`config.mk`:
```
export PLATFORM = sky130hd
export DESIGN_NAME = pe_op_sequencer
export DESIGN_NICKNAME = d
export VERILOG_FILES = /design/src/rtl/pe_op_sequencer.sv
export SDC_FILE = /design/constraint.sdc
export NUM_CORES = 1
export LEC_CHECK = 0
export CORE_ASPECT_RATIO = 0.9
export CORE_UTILIZATION = 44
export CTS_BUF_LIST = sky130_fd_sc_hd__clkbuf_4 sky130_fd_sc_hd__clkbuf_8 sky130_fd_sc_hd__clkbuf_16
export DETAILED_ROUTE_END_ITERATION = 10
export PLACE_DENSITY_LB_ADDON = 0.15
export SETUP_SLACK_MARGIN = 0.15
export SLEW_MARGIN = 0
export SYNTH_ARGS = -nofsm -noshare
export SYNTH_HDL_FRONTEND = slang
export SYNTH_SLANG_ARGS = --single-unit
```
`constraint.sdc`:
```
create_clock -name clk -period 2.6 [get_ports clk]
set_input_delay 0.52 -clock clk [delete_from_list [all_inputs] [get_ports clk]]
set_output_delay 0.52 -clock clk [all_outputs]
set_load 0.01 [all_outputs]
```
`src/rtl/pe_op_sequencer.sv`:
```
// pe_op_sequencer: drives one PE through weight-stationary or output-stationary
// passes of K operands and collects its results into a small valid/ready FIFO.
module pe_op_sequencer #(
  parameter int ACT_WIDTH    = 8,
  parameter int WGT_WIDTH    = 8,
  parameter int PE_OUT_WIDTH = 32,
  parameter int LEN_WIDTH    = 8,
  parameter int RES_DEPTH    = 4
) (
  input  logic                    clk,
  input  logic                    reset_n,
  // command
  input  logic                    cmd_valid,
  output logic                    cmd_ready,
  input  logic                    cmd_mode,
  input  logic [LEN_WIDTH-1:0]    cmd_len,
  input  logic [WGT_WIDTH-1:0]    cmd_wgt,
  // operand stream
  input  logic                    op_valid,
  output logic                    op_ready,
  input  logic [ACT_WIDTH-1:0]    op_act,
  input  logic [WGT_WIDTH-1:0]    op_wgt,
  input  logic [PE_OUT_WIDTH-1:0] op_psum,
  // PE side
  output logic [2:0]              pe_op,
  output logic [ACT_WIDTH-1:0]    pe_act,
  output logic [WGT_WIDTH-1:0]    pe_wgt,
  output logic [PE_OUT_WIDTH-1:0] pe_psum,
  output logic                    pe_acc_clr,
  input  logic [PE_OUT_WIDTH-1:0] pe_result,
  // results
  output logic                    res_valid,
  input  logic                    res_ready,
  output logic [PE_OUT_WIDTH-1:0] res_data,
  output logic                    res_last
);

  localparam int AW = $clog2(RES_DEPTH);
  localparam int CW = AW + 1;

  localparam logic [2:0] W_FLOW   = 3'b000;
  localparam logic [2:0] W_LOAD   = 3'b001;
  localparam logic [2:0] OS_FLOW  = 3'b100;
  localparam logic [2:0] OS_DRAIN = 3'b110;

  typedef enum logic [2:0] {IDLE, WLOAD, WFLOW, OCLR, OACC, ODRAIN} state_t;

  typedef struct packed {
    logic [LEN_WIDTH-1:0] len;
    logic [WGT_WIDTH-1:0] wgt;
  } cmd_t;

  typedef struct packed {
    logic [PE_OUT_WIDTH-1:0] data;
    logic                    last;
  } res_t;

  state_t               state;
  cmd_t                 cmd_q;
  logic [LEN_WIDTH-1:0] fire_cnt;
  logic                 infl_vld, infl_last;

  res_t                 fifo_mem [RES_DEPTH];
  logic [AW-1:0]        wr_ptr, rd_ptr;
  logic [CW-1:0]        fifo_cnt;

  logic fire, last_fire, fifo_full, fifo_empty, pop, push, drain_push, ws_room;
  res_t push_ent, head;

  assign fire       = op_valid && op_ready;
  assign last_fire  = fire && (fire_cnt == cmd_q.len - LEN_WIDTH'(1));
  assign fifo_full  = (fifo_cnt == CW'(RES_DEPTH));
  assign fifo_empty = (fifo_cnt == '0);
  assign pop        = res_valid && res_ready;
  // a full FIFO can still take the drain result if the head leaves this cycle
  assign drain_push = (state == ODRAIN) && (!fifo_full || pop);
  assign push       = infl_vld || drain_push;
  // reserve a slot for the result already in the PE so a WS capture never overflows
  assign ws_room    = (fifo_cnt + CW'(infl_vld)) < CW'(RES_DEPTH);

  assign push_ent.data = pe_result;
  assign push_ent.last = infl_vld ? infl_last : 1'b1;

  assign cmd_ready  = reset_n && (state == IDLE);

  assign head       = fifo_mem[rd_ptr];
  assign res_valid  = !fifo_empty;
  assign res_data   = res_valid ? head.data : '0;
  assign res_last   = res_valid ? head.last : 1'b0;

  // PE drive and operand ready, decoded from state and the operand handshake
  always_comb begin
    pe_op      = W_FLOW;
    pe_act     = '0;
    pe_wgt     = '0;
    pe_psum    = '0;
    pe_acc_clr = 1'b0;
    op_ready   = 1'b0;
    case (state)
      WLOAD: begin
        pe_op  = W_LOAD;
        pe_wgt = cmd_q.wgt;
      end
      WFLOW: begin
        op_ready = ws_room;
        if (op_valid && ws_room) begin
          pe_act  = op_act;
          pe_psum = op_psum;
        end
      end
      OCLR: begin
        pe_op      = OS_FLOW;
        pe_acc_clr = 1'b1;
      end
      OACC: begin
        pe_op    = OS_FLOW;
        op_ready = 1'b1;
        if (op_valid) begin
          pe_act = op_act;
          pe_wgt = op_wgt;
        end
      end
      ODRAIN: pe_op = OS_DRAIN;
      default: ;
    endcase
  end

  // pass sequencing: command latch, operand count, state transitions
  always_ff @(posedge clk or negedge reset_n) begin
    if (!reset_n) begin
      state    <= IDLE;
      cmd_q    <= '0;
      fire_cnt <= '0;
    end else begin
      case (state)
        IDLE: begin
          // zero-length commands are accepted and dropped without leaving IDLE
          if (cmd_valid && cmd_len != '0) begin
            cmd_q.len <= cmd_len;
            cmd_q.wgt <= cmd_wgt;
            fire_cnt  <= '0;
            state     <= cmd_mode ? OCLR : WLOAD;
          end
        end
        WLOAD: state <= WFLOW;
        WFLOW: begin
          if (fire) fire_cnt <= fire_cnt + LEN_WIDTH'(1);
          if (last_fire) state <= IDLE;
        end
        OCLR: state <= OACC;
        OACC: begin
          if (fire) fire_cnt <= fire_cnt + LEN_WIDTH'(1);
          if (last_fire) state <= ODRAIN;
        end
        ODRAIN: if (drain_push) state <= IDLE;
        default: state <= IDLE;
      endcase
    end
  end

  // WS result appears on pe_result one cycle after its operand fires
  always_ff @(posedge clk or negedge reset_n) begin
    if (!reset_n) begin
      infl_vld  <= 1'b0;
      infl_last <= 1'b0;
    end else begin
      infl_vld  <= (state == WFLOW) && fire;
      infl_last <= (state == WFLOW) && last_fire;
    end
  end

  // FIFO pointers and occupancy; reset flushes everything
  always_ff @(posedge clk or negedge reset_n) begin
    if (!reset_n) begin
      wr_ptr   <= '0;
      rd_ptr   <= '0;
      fifo_cnt <= '0;
    end else begin
      if (push) wr_ptr <= wr_ptr + AW'(1);
      if (pop)  rd_ptr <= rd_ptr + AW'(1);
      case ({push, pop})
        2'b10:   fifo_cnt <= fifo_cnt + CW'(1);
        2'b01:   fifo_cnt <= fifo_cnt - CW'(1);
        default: ;
      endcase
    end
  end

  // FIFO storage; outputs are masked while empty so no reset is needed here
  always_ff @(posedge clk) begin
    if (push) fifo_mem[wr_ptr] <= push_ent;
  end

endmodule

```
**Word level (Yosys, flattened, before mapping)**

Memory sizes are Yosys's and may differ from the RTL's.
Index checks and enable logic that the tools add are counted.

- Bits in registers: 36
- Bits of input ports: 102
- Output and inout bits: 88
- Bits in writable memories: 132
- Word-level logic and storage cells: 80
- Memories kept: 1

- Multiplexer cells: 25
- Eq/ne operators: 14
- $add $sub $neg: 7
- Reduce and logical (&&, ||, !) cells: 23
- Order comparisons: 1

Memory list:

| memory | words | bits a word | read ports | clocked after Yosys merged registers in | write ports | line | RTL |
|---|---|---|---|---|---|---|---|
| fifo_mem | 4 | 33 | 1 | 0 | 1 | 63 | `res_t fifo_mem [RES_DEPTH];` |

Operators with widths:

| operator | count |
|---|---|
| $mux 32 | 3 |
| $pmux 8 s2 | 3 |
| $mux 8 | 5 |
| $pmux 3 s6 | 1 |
| $mux 3 | 4 |
| $eq 3x3->1 const B | 3 |
| $logic_and 1x1->1 | 9 |
| $pmux 3 s3 | 1 |
| $add 8x1->8 const B | 1 |
| $eq 8x8->1 | 1 |
| $reduce_bool 8->1 | 1 |
| $sub 8x1->8 const B | 1 |
| $eq 3x2->1 const B | 2 |
| $logic_not 3->1 | 2 |
| $ne 2x2->1 const B | 3 |
| $pmux 3 s2 | 1 |
| $mux 1 | 5 |
| $add 2x1->2 const B | 2 |
| $ne 2x1->1 const B | 2 |
| $reduce_and 4->1 | 1 |
| $reduce_bool 2->1 | 2 |
| $reduce_or 2->1 | 2 |
| $add 3x1->3 | 1 |
| $add 3x1->3 const B | 1 |
| 11 further kinds | 13 |

**Longest topological paths before layout**

- Depth in word-level cells: 8
- Mapped depth: 10
- Mapped depth without buffers: 9

**Least setup slack after synthesis**

Ideal clock, no wire load.

- Path kind: reg-to-reg
- Start point: reg state[0]
- End point: mem fifo_mem[0][0] (netlist bit), enable pin
- Setup slack: -0.311 ns
- Arrival: 2.484 ns
- Cell stages (with the launch flop): 6
- Library setup time: 0.427 ns
- Buffers on the path: 1
- Clock period less this slack: 2.911 ns
- Required time: 2.173 ns
- Cells stage by stage: dfrtp_1 -> buf_2 -> clkinv_1 -> nor3_1 -> nor2_1 -> nor2b_1

- Cells in the longest elaborated chain, start to end: 5

RTL lines:

| what | line | RTL |
|---|---|---|
| from (decl) | 58 | `state_t state;` |
| from (signal assigned) | 142 | `state <= cmd_mode ? OCLR : WLOAD;` |
| $eq 3x3->1 | 76 | `assign drain_push = (state == ODRAIN) && (!fifo_full \|\| pop);` |
| $logic_and 1x1->1 | 76 |  |
| $logic_or 1x1->1 | 77 | `assign push = infl_vld \|\| drain_push;` |
| $mux 1 | 191 | `if (push) fifo_mem[wr_ptr] <= push_ent;` |
| $mux 1 (implied by the code) | 191 |  |
| to (decl) | 63 |  |

No other way between the ends.

**Final worst setup path**

- Start point: in op_valid
- End point: out pe_psum[10]

- Cells in the longest elaborated chain, start to end: 3

RTL lines:

| what | line | RTL |
|---|---|---|
| from (decl) | 19 | `input logic op_valid,` |
| $logic_and 1x1->1 | 106 | `if (op_valid && ws_room) begin` |
| $mux 32 | 106 |  |
| $mux 32 | 99 | `case (state)` |
| to (decl) | 28 | `output logic [PE_OUT_WIDTH-1:0] pe_psum,` |

No other way between the ends.

==> metrics.md <==
| Metric | Value |
|---|---|
| Status | `complete, no violations` |
| Initial DRC Count | `261` |
| Clock Latency Late Sink | `0.42 ns` |
| DRT antenna net count | `0` |
| Fin util | `0.689` |
| Crit-path cells | `clkdlybuf4s50_1, nand2b_1, a211oi_4, buf_4, buf_12, buf_16, and2_4, buf_6` |
| Slew HR | `0.571` |
| First-pass GRT wire length | `27800 µm` |
| Worst Hold Depth | `1` |
| CP required | `2.08 ns` |
| Startpoint class of the critical path | `primary input` |
| Drt via density | `5.22` |
| Main flop type after synthesis | `edfxtp_1` |
| Leakage | `4.36 nW` |
| Area grow syn2layout | `52.8%` |
| Synth Register Bits | `168` |
| Final setup vio count | `0` |
| Ports | `190` |
| Vias | `4958` |
| Slowest-stage cell, CP | `clkdlybuf4s50_1` |
| Initial antenna violation count | `0` |
| Final hold violation count | `0` |
| Buffers on Ports | `189` |
| Clock Path Buffers | `2` |
| Synth top area share | `0.543` |
| Wirelength per Cell | `19.6 µm` |
| Final Skew | `0.00800 ns` |
| Worst Path Arrival | `2.07 ns` |
| Post-DP Area | `9610 µm²` |
| Number of global-route vias before repair | `5236` |
| Hold Startpoint | `cmd_q[4]$_DFFE_PN0P_` |
| N_diodes | `0` |
| Design Area, Final | `11200 µm²` |
| Reg2reg path depth | `11` |
| Syn Area/Cell | `15.8 µm²` |
| VDD IR max | `0.639 mV` |
| Number of remaining DRC errors | `0` |
| Gate Count Post-Synth | `462` |
| Worst reg2reg startpoint | `fifo_cnt[1]$_DFFE_PN0P_` |
| DRT Wirelength | `18700 µm` |
| Detailed-router iteration count before antenna repair | `5` |
| Post-synth EDFFs | `132` |
| Final min period | `2.59 ns` |
| Starting Density | `0.451` |
| Final Max Slew Viols | `0` |
| Die Area | `17100 µm²` |
| Final worst-path cycle share | `0.996` |
| Sink Count | `168` |
| Clock slew at reported path FFs | `0.06 ns` |
| CTS root buf | `clkbuf_16` |
| CTS tree | `done` |
| H-tree depth | `4` |
| Dpl cells | `857` |
| Crit Path Max Fanout | `8` |
| CP max stage delay | `0.48 ns` |
| Largest net degree at the start of global routing | `37` |
| Max-cap violations | `0` |
| Total grt overflow | `0` |
| Number of cell rows | `44` |
| Post-synth cell types | `48` |
| Synthesis Warnings | `0` |
| RSZ-0062 raised after global routing | `yes` |
| Placer Congestion | `0.823` |
| Layout cells sized above 1 | `0.420` |
| Seq/Total Area, Yosys | `0.666` |
| Worst-margin pin slew | `0.643 ns` |
| Hpwl dp | `10700 µm` |
| Reg-to-Reg End | `state[1]$_DFFE_PN0P_` |
| CTS Buf Count | `17` |
| Post-synth top cells | `132 x edfxtp_1, 74 x and2_1, 36 x dfrtp_1` |
| Crit end category | `output port` |
| Max Clock Freq | `0.386 GHz` |
| Final nets | `840` |
| Hold Path Sink | `cmd_q[4]$_DFFE_PN0P_` |
| PD cells | `1060 nW/µm²` |
| Die H | `124 µm` |
| Async SR Flop Fraction | `0.214` |
| Synth area leader | `edfxtp_1` |
| Layout Cells excl Fill | `950` |
| Mapped Area | `7300 µm²` |
| Width of the die | `138 µm` |
| Flop2flop setup slack | `0.10 ns` |
| Dominant cell by count in the synthesized netlist | `edfxtp_1` |
| Crit Path Class | `primary input to output port` |
| Area contributors post-synth | `edfxtp_1 54%, dfrtp_1 12%, mux4_2 10%` |
| Min-delay worst type | `register to register` |
| Syn nets | `572` |
| # hold bufs at CTS | `0` |
| Core Box Area | `16200 µm²` |
| GRT Resource Usage Total | `0.223` |
## metal layers
| metal | part of all wire | routed length [µm] | vias up | global-route usage |
|---|---|---|---|---|
| met2 | 0.53 | 9880 | 205 | 0.394 |
| met3 | 0.056 | 1050 | 18 | 0.0515 |
| met1 | 0.40 | 7510 | 2458 | 0.267 |
| met5 | 0 | 0 | - | 0 |
| li1 | - | - | 2277 | - |
| met4 | 0.012 | 218 | 0 | 0.0691 |
## flip-flops by register name (all words and copies together) (netlist names)
name	flops
fifo_cnt	3
infl_last	1
state	3
rd_ptr	2
fire_cnt	8
fifo_mem	132
wr_ptr	2
cmd_q	16
infl_vld	1
## cells in the final DEF (no fill, tap or decap), types with 8 or more instances in the layout
cell type        Yosys  routed
a21oi_1              9       9
clkdlybuf4s50_1      0     103
dlygate4sd2_1        0      11
mux2_2              14      14
nand2_1             12      12
mux4_2              33      33
and2_4               0      50
buf_4                0      33
edfxtp_1           132     132
dfrtp_1             36      33
and2_1              74      24
buf_2                7      24
a22oi_1              8       8
xor2_1              13      13
buf_16               0      10
buf_6                0      74
nor2_1              24      22
buf_12               0       8
nor2b_4              0       8
clkbuf_16            0      19
inv_1               10       9
## how the worst max path moves through the flow
stage	slack, ns	from	endpoint	depth (start not counted)
2_1_floorplan	-0.31	state[0]$_DFFE_PN0P_	fifo_mem[0][0]$_DFFE_PP_	5
3_3_place_gp	-0.29	op_valid	pe_psum[10]	6
3_5_place_dp	-0.29	op_valid	pe_psum[10]	6
4_1_cts	-0.02	fifo_cnt[1]$_DFFE_PN0P_	pe_psum[27]	7
5_1_grt	-0.05	infl_vld$_DFF_PN0_	pe_psum[6]	8
6_report	0.01	op_valid	pe_psum[10]	8
## per-stage QoR
step	setup TNS (ns)	hold slack [ns]	total power, mW	setup slack [ns]
floorplan	-41.09	0.224	6.03	-0.311
global placement	-38.58	0.492	8.00	-0.292
detailed placement	-39.28	0.492	8.06	-0.286
CTS	-0.156	0.516	11.4	-0.0245
global route	-1.09	0.531	12.5	-0.0542
finish	0	0.514	11.9	0.0112
## repair_timing
item                                    CTS  global route
resized for setup                       412            69
pin swaps                                45            28
endpoints found under the setup margin  120           204
buffers inserted                         36             8
cloned                                   12             5
## logic make-up after synthesis
group / share of synthesized area
muxes: 0.125
DFF: 0.666
and+or+nand+nor: 0.115
adders and majority gates: 0.0147
buffers and inverters: 0.0187
AOI/OAI and AO/OA: 0.0389
xor gates and xnor gates: 0.0216
## cell type report
cell class | count | area, µm²
multi-input combinational | 265 | 2620
timing repair buffer | 267 | 2830
tap | 207 | 259
sequential | 168 | 4870
clock buffer | 25 | 498
clock inverter | 7 | 46.3
inverter | 11 | 41.3
fill | 1082 | 5030
## worst max-delay path: cells and delay by family
kind                   cells  cell delay, ns
AND/OR/NAND/NOR            2            0.25
buffers and inverters      5            1.02
AO/OA/AOI/OAI              1            0.27
## power by group
part,switching [mW],total [mW],internal (mW)
registers,0.287,3.64,3.35
logic,2.42,5.91,3.49
clock network,0.971,2.30,1.33
total,3.68,11.9,8.17
No activity file was read; power rests on OpenSTA's default activity.
==> edit 1 (same flow settings) <==
Set the parameter `ACT_WIDTH` to 10 (it was 8).
--- a/src/rtl/pe_op_sequencer.sv
+++ b/src/rtl/pe_op_sequencer.sv
@@ -1,7 +1,7 @@
 // pe_op_sequencer: drives one PE through weight-stationary or output-stationary
 // passes of K operands and collects its results into a small valid/ready FIFO.
 module pe_op_sequencer #(
-  parameter int ACT_WIDTH    = 8,
+  parameter int ACT_WIDTH    = 10,
   parameter int WGT_WIDTH    = 8,
   parameter int PE_OUT_WIDTH = 32,
   parameter int LEN_WIDTH    = 8,
Ports: changed (resized op_act and pe_act); port bits go from 190 to 194. No check against the original RTL was run, so the function may have changed too.
==> edit 1 against the original RTL <==
The run now ends with design-rule violations, negative setup slack left. Worst hold slack worse by 0.0030 ns. Maximum frequency down 0.74%. Total power decreased by 4.6%. Sequential cell count is the same. Via count decreased by 1.7%. Global-route usage fell by 1.9 points. Wire length fell by 5.1%. Clock skew shrank 0.0017 ns. Sequential share of layout area rose by 0.32 points. Setup slack got worse by 0.019 ns. Area after synthesis rose by 0.84%. Design area shrank 0.75%. Critical endpoint is now pe_psum[5]. Largest cell class unchanged. Largest power group unchanged.
==> edit 1: results (changes against the original RTL) <==
hold buffer count at cts: 0 (unchanged)
CP max-delay cell: dfrtp_1 (was clkdlybuf4s50_1)
Finish-stage setup viols: 2 (was 0)
Tot GR Track Use: 0.205 (was 0.223)
area of placed instances: 0.00973 sq mm (was 0.00961 sq mm)
vias in the first global route: 5225 (was 5236)
register area share after synthesis: 0.660 (was 0.666)
worst relative slew slack: 0.551 (was 0.571)
GPL Wtd Cong: 0.839 (was 0.823)
commonest cells in the netlist: edfxtp_1, and2_1, dfrtp_1, mux4_2, clkbuf_1 (was edfxtp_1, and2_1, dfrtp_1, mux4_2, nor2_1)
Worst Reg-to-Reg Cells: 12 (was 11)
setup slack after layout: -0.00804 ns (was 0.0112 ns)
Clock Skews: 0.00635 ns (was 0.00800 ns)
Leak: 4.27 nW (was 4.36 nW)
placed cell count: 873 (was 857)
hpwl dp: 10.5 mm (was 10.7 mm)
Top Registers: fifo_mem: 132 flops, cmd_q: 16 flops, fire_cnt: 8 flops (unchanged)
Routed WL per cell: 18.9 microns (was 19.6 microns)
DRT Pass-1 Iters: 7 (was 5)
max incr delay on CP: 0.43 ns (was 0.48 ns)
synth top area cells: edfxtp_1, dfrtp_1, mux4_2 (unchanged)
Post-route DRC: 16 (was 0)
switching pwr: 3.54 mW (was 3.68 mW)
Worst EP arrival: 2.09 ns (was 2.07 ns)
first-pass GRT wire length: 26.7 mm (was 27.8 mm)
Synth warnings: 0 (unchanged)
syn nets: 585 (was 572)
Worst R2R End: state[0] (was state[1])
failing checks: design-rule violations, negative setup slack
outcome: finished, violations left (was complete, no violations)
Synth Instances: 473 (was 462)
fill cell count: 1104 (was 1082)
cell family contributing the most delay on the critical path: simple AND/OR/NAND/NOR gates (was buffers and inverters)
Initial DRC Count: 231 (was 261)
peak supply drop: 0.000520 V (was 0.000639 V)
worst hold endpoint: cmd_q[5] (was cmd_q[4])
IO buf count: 193 (was 189)
fin nets: 831 (was 840)
WL final: 17.7 mm (was 18.7 mm)
startpoint of the worst hold path: cmd_q[5] (was cmd_q[4])
R2R Setup Slk: 0.23 ns (was 0.10 ns)
## edit 1: changes by cell type after synthesis, moves of 6 or more
cell / unedited run / this run
a22oi_1: 8 / 0
nor3b_1: 0 / 10
and2_1: 74 / 81
xnor2_1: 5 / 19
nor2_1: 24 / 18
xor2_1: 13 / 5
a21oi_1: 9 / 17
mux2_1: 1 / 9
mux2_2: 14 / 6
## edit 1: worst max path at each step
stage	startpoint	to	slack, ns	cells after the start
after CTS	fifo_cnt[1]	pe_psum[14]	0.008	8
after global placement	op_valid	pe_psum[1]	-0.30	7
after detailed placement	op_valid	pe_psum[17]	-0.32	7
final	fifo_cnt[1]	pe_psum[5]	-0.008	8
after global routing	fifo_cnt[1]	pe_psum[5]	-0.08	8
after floorplan	state[0]	fifo_mem[0][0]	-0.29	4
## edit 1: area by class of cell
type | count | share of cell area
Clock inverter | 15 | 0.0141
Clock buffer | 17 | 0.0384
Inverter | 12 | 0.00475
Tap cell | 207 | 0.0234
Timing Repair Buffer | 248 | 0.236
Multi-Input combinational cell | 272 | 0.244
Sequential cell | 168 | 0.439
## edit 1: routing by layer
layer	share of wire	up-vias	wire length, microns	track usage
li1	-	2244	-	-
met2	0.53	175	9470	0.380
met5	0	-	0	0
met1	0.40	2435	7030	0.235
met3	0.054	22	963	0.0496
met4	0.014	0	248	0.0516
## edit 1: logic make-up (layout without fill, tap and decap cells)
logic type,Yosys count,after routing,share of synthesized area
compound gates,35,35,0.0279
xor+xnor,25,25,0.0307
fa+ha+maj,8,8,0.0146
buf+inv,37,292,0.0194
flops,168,168,0.660
mux,49,49,0.125
simple gates,151,155,0.122
## edit 1: power by group through the flow
stage | Combinational [mW] | Sequential (mW) | Clock [mW]
5_1_grt | 5.59 | 3.65 | 2.62
3_3_place_gp | 4.17 | 3.61 | 0
2_1_floorplan | 2.34 | 3.57 | 0
3_5_place_dp | 4.24 | 3.64 | 0
4_1_cts | 4.67 | 3.58 | 2.50
6_report | 5.25 | 3.60 | 2.46
## edit 1: timing repair
item / CTS / global route
gates cloned: 7 / 6
endpoints found under the hold margin: 0 / 0
pin swaps: 31 / 27
buffers inserted: 17 / 4
endpoints found under the setup margin: 85 / 221
gates resized for setup: 409 / 79
## edit 1: through the flow
step                worst slack (ns)  hold slack [ns]  utilization  setup TNS, ns
finish                      -0.00804            0.511        0.682        -0.0121
CTS                          0.00774            0.494        0.656              0
floorplan                     -0.285            0.224            -         -37.67
detailed placement            -0.322            0.480        0.599         -43.17
global route                 -0.0756            0.530        0.682         -0.822
global placement              -0.300            0.474        0.599         -43.73
==> edit 2 (same flow settings) <==
Without the edit above. Encoding of `state_t`: now one-hot (6 bits for 6 states).
--- a/src/rtl/pe_op_sequencer.sv
+++ b/src/rtl/pe_op_sequencer.sv
@@ -43,7 +43,7 @@
   localparam logic [2:0] OS_FLOW  = 3'b100;
   localparam logic [2:0] OS_DRAIN = 3'b110;
 
-  typedef enum logic [2:0] {IDLE, WLOAD, WFLOW, OCLR, OACC, ODRAIN} state_t;
+  typedef enum logic [5:0] {IDLE = 6'b000001, WLOAD = 6'b000010, WFLOW = 6'b000100, OCLR = 6'b001000, OACC = 6'b010000, ODRAIN = 6'b100000} state_t;
 
   typedef struct packed {
     logic [LEN_WIDTH-1:0] len;
Behaviour: same outputs for any inputs over 4 cycles, from zero or initial values and one cycle with reset_n low; so few cycles prove little.
==> edit 2 against the original RTL <==
Area after synthesis up 2.0%. Register-to-register slack worse by 0.10 ns. Sequential cell count up 3. The flow now finishes with violations (design-rule violations, negative setup slack). Die area increased by 2.0%. Utilization grew 2.5 points. Design area up 4.7%. Total power shrank 10%. Wire length rose by 2.0%. Setup slack got worse by 0.32 ns.
==> edit 2: results (changes against the original RTL) <==
outcome: finished, violations left (was complete, no violations)
failing checks: design-rule violations, negative setup slack
final-layout clock buffer total: 23 (was 25)
met2 usage: 0.412 (was 0.394)
Clock Skews: 0.0104 ns (was 0.00800 ns)
CP max-delay cell: or4_4 (was clkdlybuf4s50_1)
CTS Sinks: 171 (was 168)
commonest cells in the netlist: edfxtp_1, and2_1, nand2_1, dfrtp_1, mux4_2 (was edfxtp_1, and2_1, dfrtp_1, mux4_2, nor2_1)
fill cell count: 1081 (was 1082)
WL final: 19.0 mm (was 18.7 mm)
placed cell count: 902 (was 857)
fin nets: 906 (was 840)
hpwl dp: 10.7 mm (about the same)
setup slack after layout: -0.310 ns (was 0.0112 ns)
max incr delay on CP: 0.52 ns (was 0.48 ns)
Leak: 4.69 nW (was 4.36 nW)
Finish-stage setup viols: 56 (was 0)
Post-route DRC: 8 (was 0)
bufs w/o clock: 298 (was 267)
complex-gate fraction of the synthesized area: 0.0324 (was 0.0389)
Vias: 5272 (was 4958)
cell family contributing the most delay on the critical path: simple AND/OR/NAND/NOR gates (was buffers and inverters)
pin count of the biggest net entering global routing: 40 (was 37)
vias per inst: 5.19 (was 5.22)
metal2 WL: 10.4 mm (was 9.88 mm)
syn nets: 609 (was 572)
peak supply drop: 0.000495 V (was 0.000639 V)
Multi-In Gates: 299 (was 265)
layout cells sized above 1: 0.412 (was 0.420)
worst relative slew slack: 0.627 (was 0.571)
Clock-cell share: 0.0513 (was 0.0488)
Worst Reg-to-Reg Cells: 9 (was 11)
met3 GRT Util: 0.0502 (was 0.0515)
DRT Pass-1 Iters: 8 (was 5)
Adder-Cell Fraction of Synth Area: 0.0144 (was 0.0147)
buffer share of cell area: 0.268 (was 0.254)
Initial DRC Count: 258 (was 261)
synth top area cells: edfxtp_1, dfrtp_1, mux4_2 (unchanged)
number of non-clock inverters in the layout: 9 (was 11)
Avg Cell Area, Syn: 14.9 sq um (was 15.8 sq um)
Worst Hold Class: input port to async pin (was register to register)
first-pass GRT wire length: 29.0 mm (was 27.8 mm)
multi-input combinational area share: 0.232 (was 0.234)
Sum Neg Setup Slack: -8.31 ns (was 0 ns)
vias in the first global route: 5484 (was 5236)
edit 2: power breakdown:
group          switching [mW]  internal, mW
clock                   0.994          1.53
sequential              0.216          3.17
combinational            1.91          2.84
edit 2: repair_timing:
item                       4_1_cts  5_1_grt
setup endpoints to repair      227      230
cloned                          13        2
resized for setup              448       54
setup buffers                   56       11
pin swaps                       41       14
edit 2: path summary, 6_finish.rpt:
check / from / endpoint / slack [ns]
setup / recovery: state[1] / pe_wgt[7] / -0.31
hold / removal: reset_n / cmd_q[2] / 0.16
setup reg to reg: state[1] / state[5] / 0
hold reg to reg: cmd_q[5] / cmd_q[5] / 0.48
max in group asynchronous: reset_n / state[4] / 2.04
min in group clk: cmd_q[5] / cmd_q[5] / 0.48
edit 2: stage by stage:
step	worst slack [ns]	instance area, sq um
floorplan	0.0632	7550
finish	-0.310	11700
CTS	-0.346	11300
global route	-0.387	11700
global placement	-0.320	9870
detailed placement	-0.355	9870
